File: src/rtl/reg_file_rd.sv
// Architectural register file with pending-write scoreboard.
// Two registered read ports with write-through bypass.
module reg_file_rd #(
  parameter int DATA_W = 32,
  parameter int ADDR_W = 5,
  parameter int NREGS  = 32
) (
  input  logic              clk,
  input  logic              rst,
  input  logic              wr_en_RF,
  input  logic [ADDR_W-1:0] wr_addr,
  input  logic [DATA_W-1:0] Data_In_RF,
  input  logic              rsv_en,
  input  logic [ADDR_W-1:0] rsv_addr,
  input  logic              rd_en,
  input  logic [ADDR_W-1:0] rs1_addr,
  input  logic [ADDR_W-1:0] rs2_addr,
  output logic [DATA_W-1:0] rs1_data,
  output logic [DATA_W-1:0] rs2_data,
  output logic              rs1_ready,
  output logic              rs2_ready,
  output logic              rd_valid,
  output logic [ADDR_W:0]   pend_cnt
);

  localparam int CW = ADDR_W + 1;

  logic [DATA_W-1:0] regs_q [NREGS];
  logic [NREGS-1:0]  pend_q, pend_d;
  logic [CW-1:0]     cnt_q, cnt_d;

  logic [DATA_W-1:0] rs1_q, rs1_d;
  logic [DATA_W-1:0] rs2_q, rs2_d;
  logic              rdy1_q, rdy1_d;
  logic              rdy2_q, rdy2_d;
  logic              vld_q, vld_d;

  logic wr_hit;
  logic rsv_hit;
  logic same_idx;
  logic cnt_inc;
  logic cnt_dec;
  logic byp1, byp2;
  logic fwd1, fwd2;

  // Qualify write/reserve: x0 is never written nor reserved.
  always_comb begin
    wr_hit   = wr_en_RF && (wr_addr != '0);
    rsv_hit  = rsv_en && (rsv_addr != '0);
    same_idx = rsv_hit && (rsv_addr == wr_addr);
  end

  // Pending bits: write clears, younger reserve wins on collision.
  always_comb begin
    pend_d = pend_q;
    if (wr_hit)
      pend_d[wr_addr] = 1'b0;
    if (rsv_hit)
      pend_d[rsv_addr] = 1'b1;
    pend_d[0] = 1'b0;
  end

  // Population count tracked by per-edge delta.
  always_comb begin
    cnt_inc = rsv_hit && !pend_q[rsv_addr];
    cnt_dec = wr_hit && pend_q[wr_addr] && !same_idx;
    cnt_d   = cnt_q;
    unique case (1'b1)
      (cnt_inc && !cnt_dec): cnt_d = cnt_q + CW'(1);
      (cnt_dec && !cnt_inc): cnt_d = cnt_q - CW'(1);
      default:               cnt_d = cnt_q;
    endcase
  end

  // Read ports: bypass same-cycle writeback, hold when idle.
  always_comb begin
    byp1   = wr_en_RF && (wr_addr == rs1_addr);
    byp2   = wr_en_RF && (wr_addr == rs2_addr);
    fwd1   = byp1 && (rs1_addr != '0);
    fwd2   = byp2 && (rs2_addr != '0);
    rs1_d  = rs1_q;
    rs2_d  = rs2_q;
    rdy1_d = rdy1_q;
    rdy2_d = rdy2_q;
    vld_d  = 1'b0;
    if (rd_en) begin
      vld_d = 1'b1;
      unique case (1'b1)
        (rs1_addr == '0): rs1_d = '0;
        fwd1:             rs1_d = Data_In_RF;
        default:          rs1_d = regs_q[rs1_addr];
      endcase
      unique case (1'b1)
        (rs2_addr == '0): rs2_d = '0;
        fwd2:             rs2_d = Data_In_RF;
        default:          rs2_d = regs_q[rs2_addr];
      endcase
      rdy1_d = (rs1_addr == '0) || !pend_q[rs1_addr] || byp1;
      rdy2_d = (rs2_addr == '0) || !pend_q[rs2_addr] || byp2;
    end
  end

  // Register array storage.
  always_ff @(posedge clk) begin
    if (rst) begin
      for (int i = 0; i < NREGS; i++)
        regs_q[i] <= '0;
    end else if (wr_hit) begin
      regs_q[wr_addr] <= Data_In_RF;
    end
  end

  // Scoreboard state and registered read outputs.
  always_ff @(posedge clk) begin
    if (rst) begin
      pend_q <= '0;
      cnt_q  <= '0;
      rs1_q  <= '0;
      rs2_q  <= '0;
      rdy1_q <= 1'b1;
      rdy2_q <= 1'b1;
      vld_q  <= 1'b0;
    end else begin
      pend_q <= pend_d;
      cnt_q  <= cnt_d;
      rs1_q  <= rs1_d;
      rs2_q  <= rs2_d;
      rdy1_q <= rdy1_d;
      rdy2_q <= rdy2_d;
      vld_q  <= vld_d;
    end
  end

  assign rs1_data  = rs1_q;
  assign rs2_data  = rs2_q;
  assign rs1_ready = rdy1_q;
  assign rs2_ready = rdy2_q;
  assign rd_valid  = vld_q;
  assign pend_cnt  = cnt_q;

endmodule

File: config.mk
export PLATFORM = sky130hd
export DESIGN_NAME = reg_file_rd
export DESIGN_NICKNAME = d
export VERILOG_FILES = /design/src/rtl/reg_file_rd.sv
export SDC_FILE = /design/constraint.sdc
export NUM_CORES = 2
export LEC_CHECK = 0
export CAP_MARGIN = 20
export CORE_MARGIN = 2
export CORE_UTILIZATION = 45
export CTS_BUF_LIST = sky130_fd_sc_hd__clkbuf_4 sky130_fd_sc_hd__clkbuf_8
export CTS_CLUSTER_SIZE = 14
export DETAILED_ROUTE_END_ITERATION = 12
export PLACE_DENSITY = 0.65
export SLEW_MARGIN = 5
export SYNTH_ARGS = -nofsm -noshare
export SYNTH_HDL_FRONTEND = slang
export SYNTH_SLANG_ARGS = --single-unit
export TNS_END_PERCENT = 10
File: constraint.sdc
create_clock -name clk -period 10.8 [get_ports clk]
set_clock_uncertainty 0.15 [all_clocks]
set_input_delay 2.7 -clock clk [delete_from_list [all_inputs] [get_ports clk]]
set_output_delay 2.7 -clock clk [all_outputs]
set_load 0.02 [all_outputs]
Word-level counts from Yosys, hierarchy flattened:

Memories as Yosys holds them, arrays and structs flattened.
Index checks and enable logic that the tools add are counted.

* register bits after elaboration: 105
* memory bits (writable): 1024
* input bits: 57
* output and inout bits: 73
* memories: 1

* $add $sub $neg: 2
* $lt $le $gt $ge: 6
* equal/unequal tests: 3
* multiplexer cells: 26
* bitwise operators: 3
* reduce and logical (&&, ||, !) cells: 32

Memories
* regs_q: depth 32, width 32, rd ports 2, clocked after Yosys merged registers in 0, write ports 32, line 28 `logic [DATA_W-1:0] regs_q [NREGS];`

Operators with widths (number)
* 32-bit case mux with 2 select lines: 2
* 32-bit 2-to-1 mux: 3
* 32-bit bitwise AND: 1
* 32-bit inverter: 1
* 32-bit bitwise OR: 1
* 32-bit OR reduction: 1
* 5-bit by 6-bit less-than comparator with 1-bit output, second input constant: 4
* 1-bit binary-select mux with 5-bit select: 4
* 5-bit nonzero test: 4
* 5-bit equality test: 3
* 1-bit logical AND: 14
* 1-bit 2-to-1 mux: 13
* 6-bit case mux with 2 select lines: 1
* 1-bit demux with 5-bit select: 2
* 5-bit by 1-bit >= comparator with 1-bit output, second input constant: 2
* 5-bit logical NOT: 2
* 6-bit by 1-bit adder with 6-bit output, second input constant: 1
* 1-bit logical NOT: 6
* 6-bit by 1-bit subtractor with 6-bit output, second input constant: 1
* 5-bit 2-to-1 mux: 1
* 1-bit logical OR: 4
* 2-bit nonzero test: 1

Logic depth before layout (Yosys ltp):

* depth in word-level cells: 9
* mapped depth: 15

Worst setup path after synthesis:

OpenSTA, ideal clock, no wires.

* path type: input to register
* from: input port rsv_addr[0]
* to: register cnt_q[4], in the netlist pend_cnt[4]
* data arrival time: 5.816 ns
* data required time: 10.580 ns
* path slack: 4.763 ns
* stages on the path: 12
* path buffers: 1
* cell sequence: buf_1 > mux4_2 > mux4_2 > mux2i_1 > nand2_1 > ha_1 > ha_1 > nor2b_1 > o21a_1 > o21ai_0 > or3b_2 > a21oi_1

* word-level cells in the longest chain between the ends: 8
* elaborated cells on any way between the ends: 16

RTL lines
* start: declaration: line 14 `input logic [ADDR_W-1:0] rsv_addr,`
* parallel branches: the longest is 8 deep, another holds 6-bit case mux with 2 select lines
* end signal: assignment: line 125 `cnt_q <= cnt_d;`
* end: declaration: line 30 `logic [CW-1:0] cnt_q, cnt_d;`

Parallel ways; which one is timed is not known. The select of a mux whose other input is x is not followed.
A chain may end at the register's enable or synchronous reset.

Worst setup path in the final report:

Ends and elaborated chain as after synthesis.

==> results.txt <==
crit-path max FO - 21
Main synth FF type - edfxtp_1
FFs w/ async S/R, synth - 0%
total CTS buffers - 189
Yosys Warn Count - 0
Max clock buf depth - 3
DIE HEIGHT - 367.6 um
drt total wl - 191100 um
power per cell area - 154.3 nW/um^2
required time worst endpoint - 11.46 ns
post-CTS setup buffers - 0
Post-Syn Area - 59500 sq um
Root Driver - clkbuf_8
Max-Cap Viols - 0
post-synth top area cell - edfxtp_1
crit path kind - input port to flop
worst ir drop on vdd - 0.1176 mV
CTS tree - yes
Final ANT Viol Nets - 0
gpl congestion - 0.9515
top cells by area, synth - edfxtp_1 (52%), mux4_2 (23%), and2_1 (10%)
synth unique cells - 53
CP max-delay cell - clkdlybuf4s50_1
Initial Util - 45.32%
worst skew pair latency - 0.90 ns
port buffer count - 129
die width - 367.6 um
CTS clk-pin slew, worst paths - 0.07 ns
CP delay by family, top - multiplexers
CP peak stage delay - 1.07 ns
final period utilization - 56.17%
min Tclk post-route - 6.066 ns
# rows - 133
initial detailed-routing violation count - 5354
H-tree depth - 4
via count - 37770
crit path DAT - 6.72 ns
fmax - 0.1648 GHz
RSZ-0062 raised after global routing - false
Synth top area share - 51.68%
Fin. Hold Viols - 0
register area - 32830 sq um
syn_area_per_cell - 15.17 sq um
startpoint types - input port
Seq/Total Area, Yosys - 55.18%
CTS sink count - 1128
Worst Hold Margin - 0.3491 ns
CP cell instances - clkdlybuf4s50_1 -> mux4_2 -> mux4_2 -> mux2i_1 -> nand2_1 -> ha_1 -> ha_1 -> nor2b_1 -> o21a_1 -> o21ai_0 -> or3b_2 -> a21oi_1
vias per inst - 6.405
outcome - finished clean
total grt overflow - 0
area grow syn2layout - 11.79%
first-pass GRT wire length - 270900 um
Synth Instances - 3922
EDFF count, synth - 1024
vias in the first global route - 37530
detailed placement HPWL - 104400 um
Lkg Pwr - 0.02251 uW
initial antenna violation count - 20
layout cells sized above 1 - 27.52%
GRT Total Usage - 28.21%
Die ar. - 135100 sq um
setup TNS - 0 ns
# hold bufs at CTS - 0
Worst-Margin Slew - 1.147 ns
fin nets - 4037
area of the multi-input gates - 25140 sq um
pin count of the biggest net entering global routing - 126
#FFs+latches synth - 1128
worst relative slew slack - 23.30%
core area - 131300 sq um
Hold Path Class - flop to flop
WP buf/inv - 1
DR pass1 iterations - 6
DRC - 0
PostCTS Resize Cnt - 0
fin. max-slew vios - 0
final setup fails - 0
fill count - 10830
wire length per cell - 32.40 um
I/O pin count - 130
Worst setup EP type - flop
## logic make-up (layout without fill, tap and decap cells)
family                   Yosys count  after routing  share of synthesized area (%)
other                              1             43                       0.006303
flip-flops                      1128           1128                          55.18
adder cells (fa/ha/maj)            6              6                         0.1388
multiplexers                     679            679                          24.19
buffers and inverters            460            638                          3.295
XOR/XNOR                          17             17                         0.2503
AND/OR/NAND/NOR                 1248           1248                          12.50
AO/OA/AOI/OAI                    383            383                          4.441
## sequential cells by signal (all words and copies together) (netlist names)
| register | flops |
|---|---|
| regs_q | 1024 |
| rs1_data | 32 |
| rs2_data | 32 |
| pend_q | 31 |
| pend_cnt | 6 |
| rd_valid | 1 |
| rs1_ready | 1 |
| rs2_ready | 1 |
## metrics by stage
step | instances | setup WS (ns) | area [sq um] | utilization [%] | power, uW
after floorplan | 3953 | 4.763 | 59620 | - | 5993
after global placement | 5531 | 3.835 | 62590 | 47.67 | 6471
after detailed placement | 5536 | 3.842 | 62670 | 47.73 | 6497
after CTS | 5884 | 4.797 | 66440 | 50.61 | 10280
after global routing | 5888 | 4.443 | 66490 | 50.64 | 10550
final | 5897 | 4.734 | 66510 | 50.66 | 10270
## cell usage in the layout, fill, tap and decap left out, drive strengths merged, types with 70 or more instances in the layout
| cell | netlist | final |
|---|---|---|
| a22oi | 85 | 85 |
| and2 | 997 | 997 |
| buf | 124 | 137 |
| clkbuf | 302 | 283 |
| clkdlybuf4s50 | 0 | 119 |
| dfxtp | 104 | 104 |
| edfxtp | 1024 | 1024 |
| mux2i | 70 | 70 |
| mux4 | 607 | 607 |
| nor2 | 92 | 92 |
| o21ai | 86 | 86 |
## path summary, 6_finish.rpt
path                                          startpoint                  endpoint  slack, ns  depth (start not counted)
worst max-delay path                         rsv_addr[0]  pend_cnt[4]$_SDFFE_PP0P_       4.73                         12
worst min-delay path            rs2_data[8]$_SDFFE_PP0P_  rs2_data[8]$_SDFFE_PP0P_       0.35                          2
worst max register to register      pend_q[9]$_SDFF_PP0_  pend_cnt[4]$_SDFFE_PP0P_       7.33                         11
worst min register to register  rs2_data[8]$_SDFFE_PP0P_  rs2_data[8]$_SDFFE_PP0P_       0.35                          2
## cell type report
type,instances,area share [%]
inverters,34,0.1919
well taps,1755,3.301
diodes,11,0.04138
clock buffers,283,5.113
flip-flops and latches,1128,49.36
repair buffers,256,3.631
multi-input cells,2365,37.80
clock inverters,65,0.5587
## power breakdown
group / internal (uW) / leakage [uW] / switching [uW] / total [uW]
logic: 559 / 0.00987 / 719 / 1280
registers: 5010 / 0.0106 / 145 / 5150
clock network: 2020 / 0.00201 / 1810 / 3830
## synth_stat cells (13+ instances only)
| master | number |
|---|---|
| a211oi_1 | 50 |
| a21o_1 | 22 |
| a21oi_1 | 22 |
| a221oi_1 | 47 |
| a22oi_1 | 85 |
| a31oi_1 | 21 |
| and2_1 | 997 |
| buf_1 | 21 |
| buf_2 | 73 |
| buf_4 | 22 |
| clkbuf_1 | 302 |
| dfxtp_1 | 104 |
| edfxtp_1 | 1024 |
| inv_1 | 33 |
| mux2i_1 | 70 |
| mux4_2 | 607 |
| nand2_1 | 63 |
| nand2b_1 | 35 |
| nor2_1 | 92 |
| nor3_1 | 13 |
| o21ai_0 | 86 |
| o21bai_1 | 25 |
## worst register-to-register path: cells and delay by family, from the launching register on
family,cells,cell delay (ns)
AO/OA/AOI/OAI,3,0.44
flip-flops,1,0.45
adder cells (fa/ha/maj),2,0.63
AND/OR/NAND/NOR,3,0.65
multiplexers,3,1.07
## per-layer routing
metal  vias to the layer above  wire, um  global-route usage (%)
li1                      15280         -                       -
met1                     19500     73020                   38.59
met2                      2545     87760                   43.14
met3                       437     22210                   7.119
met4                         8      8008                   11.68
met5                         -        59                       0
Power figures use the tool's default switching activity.
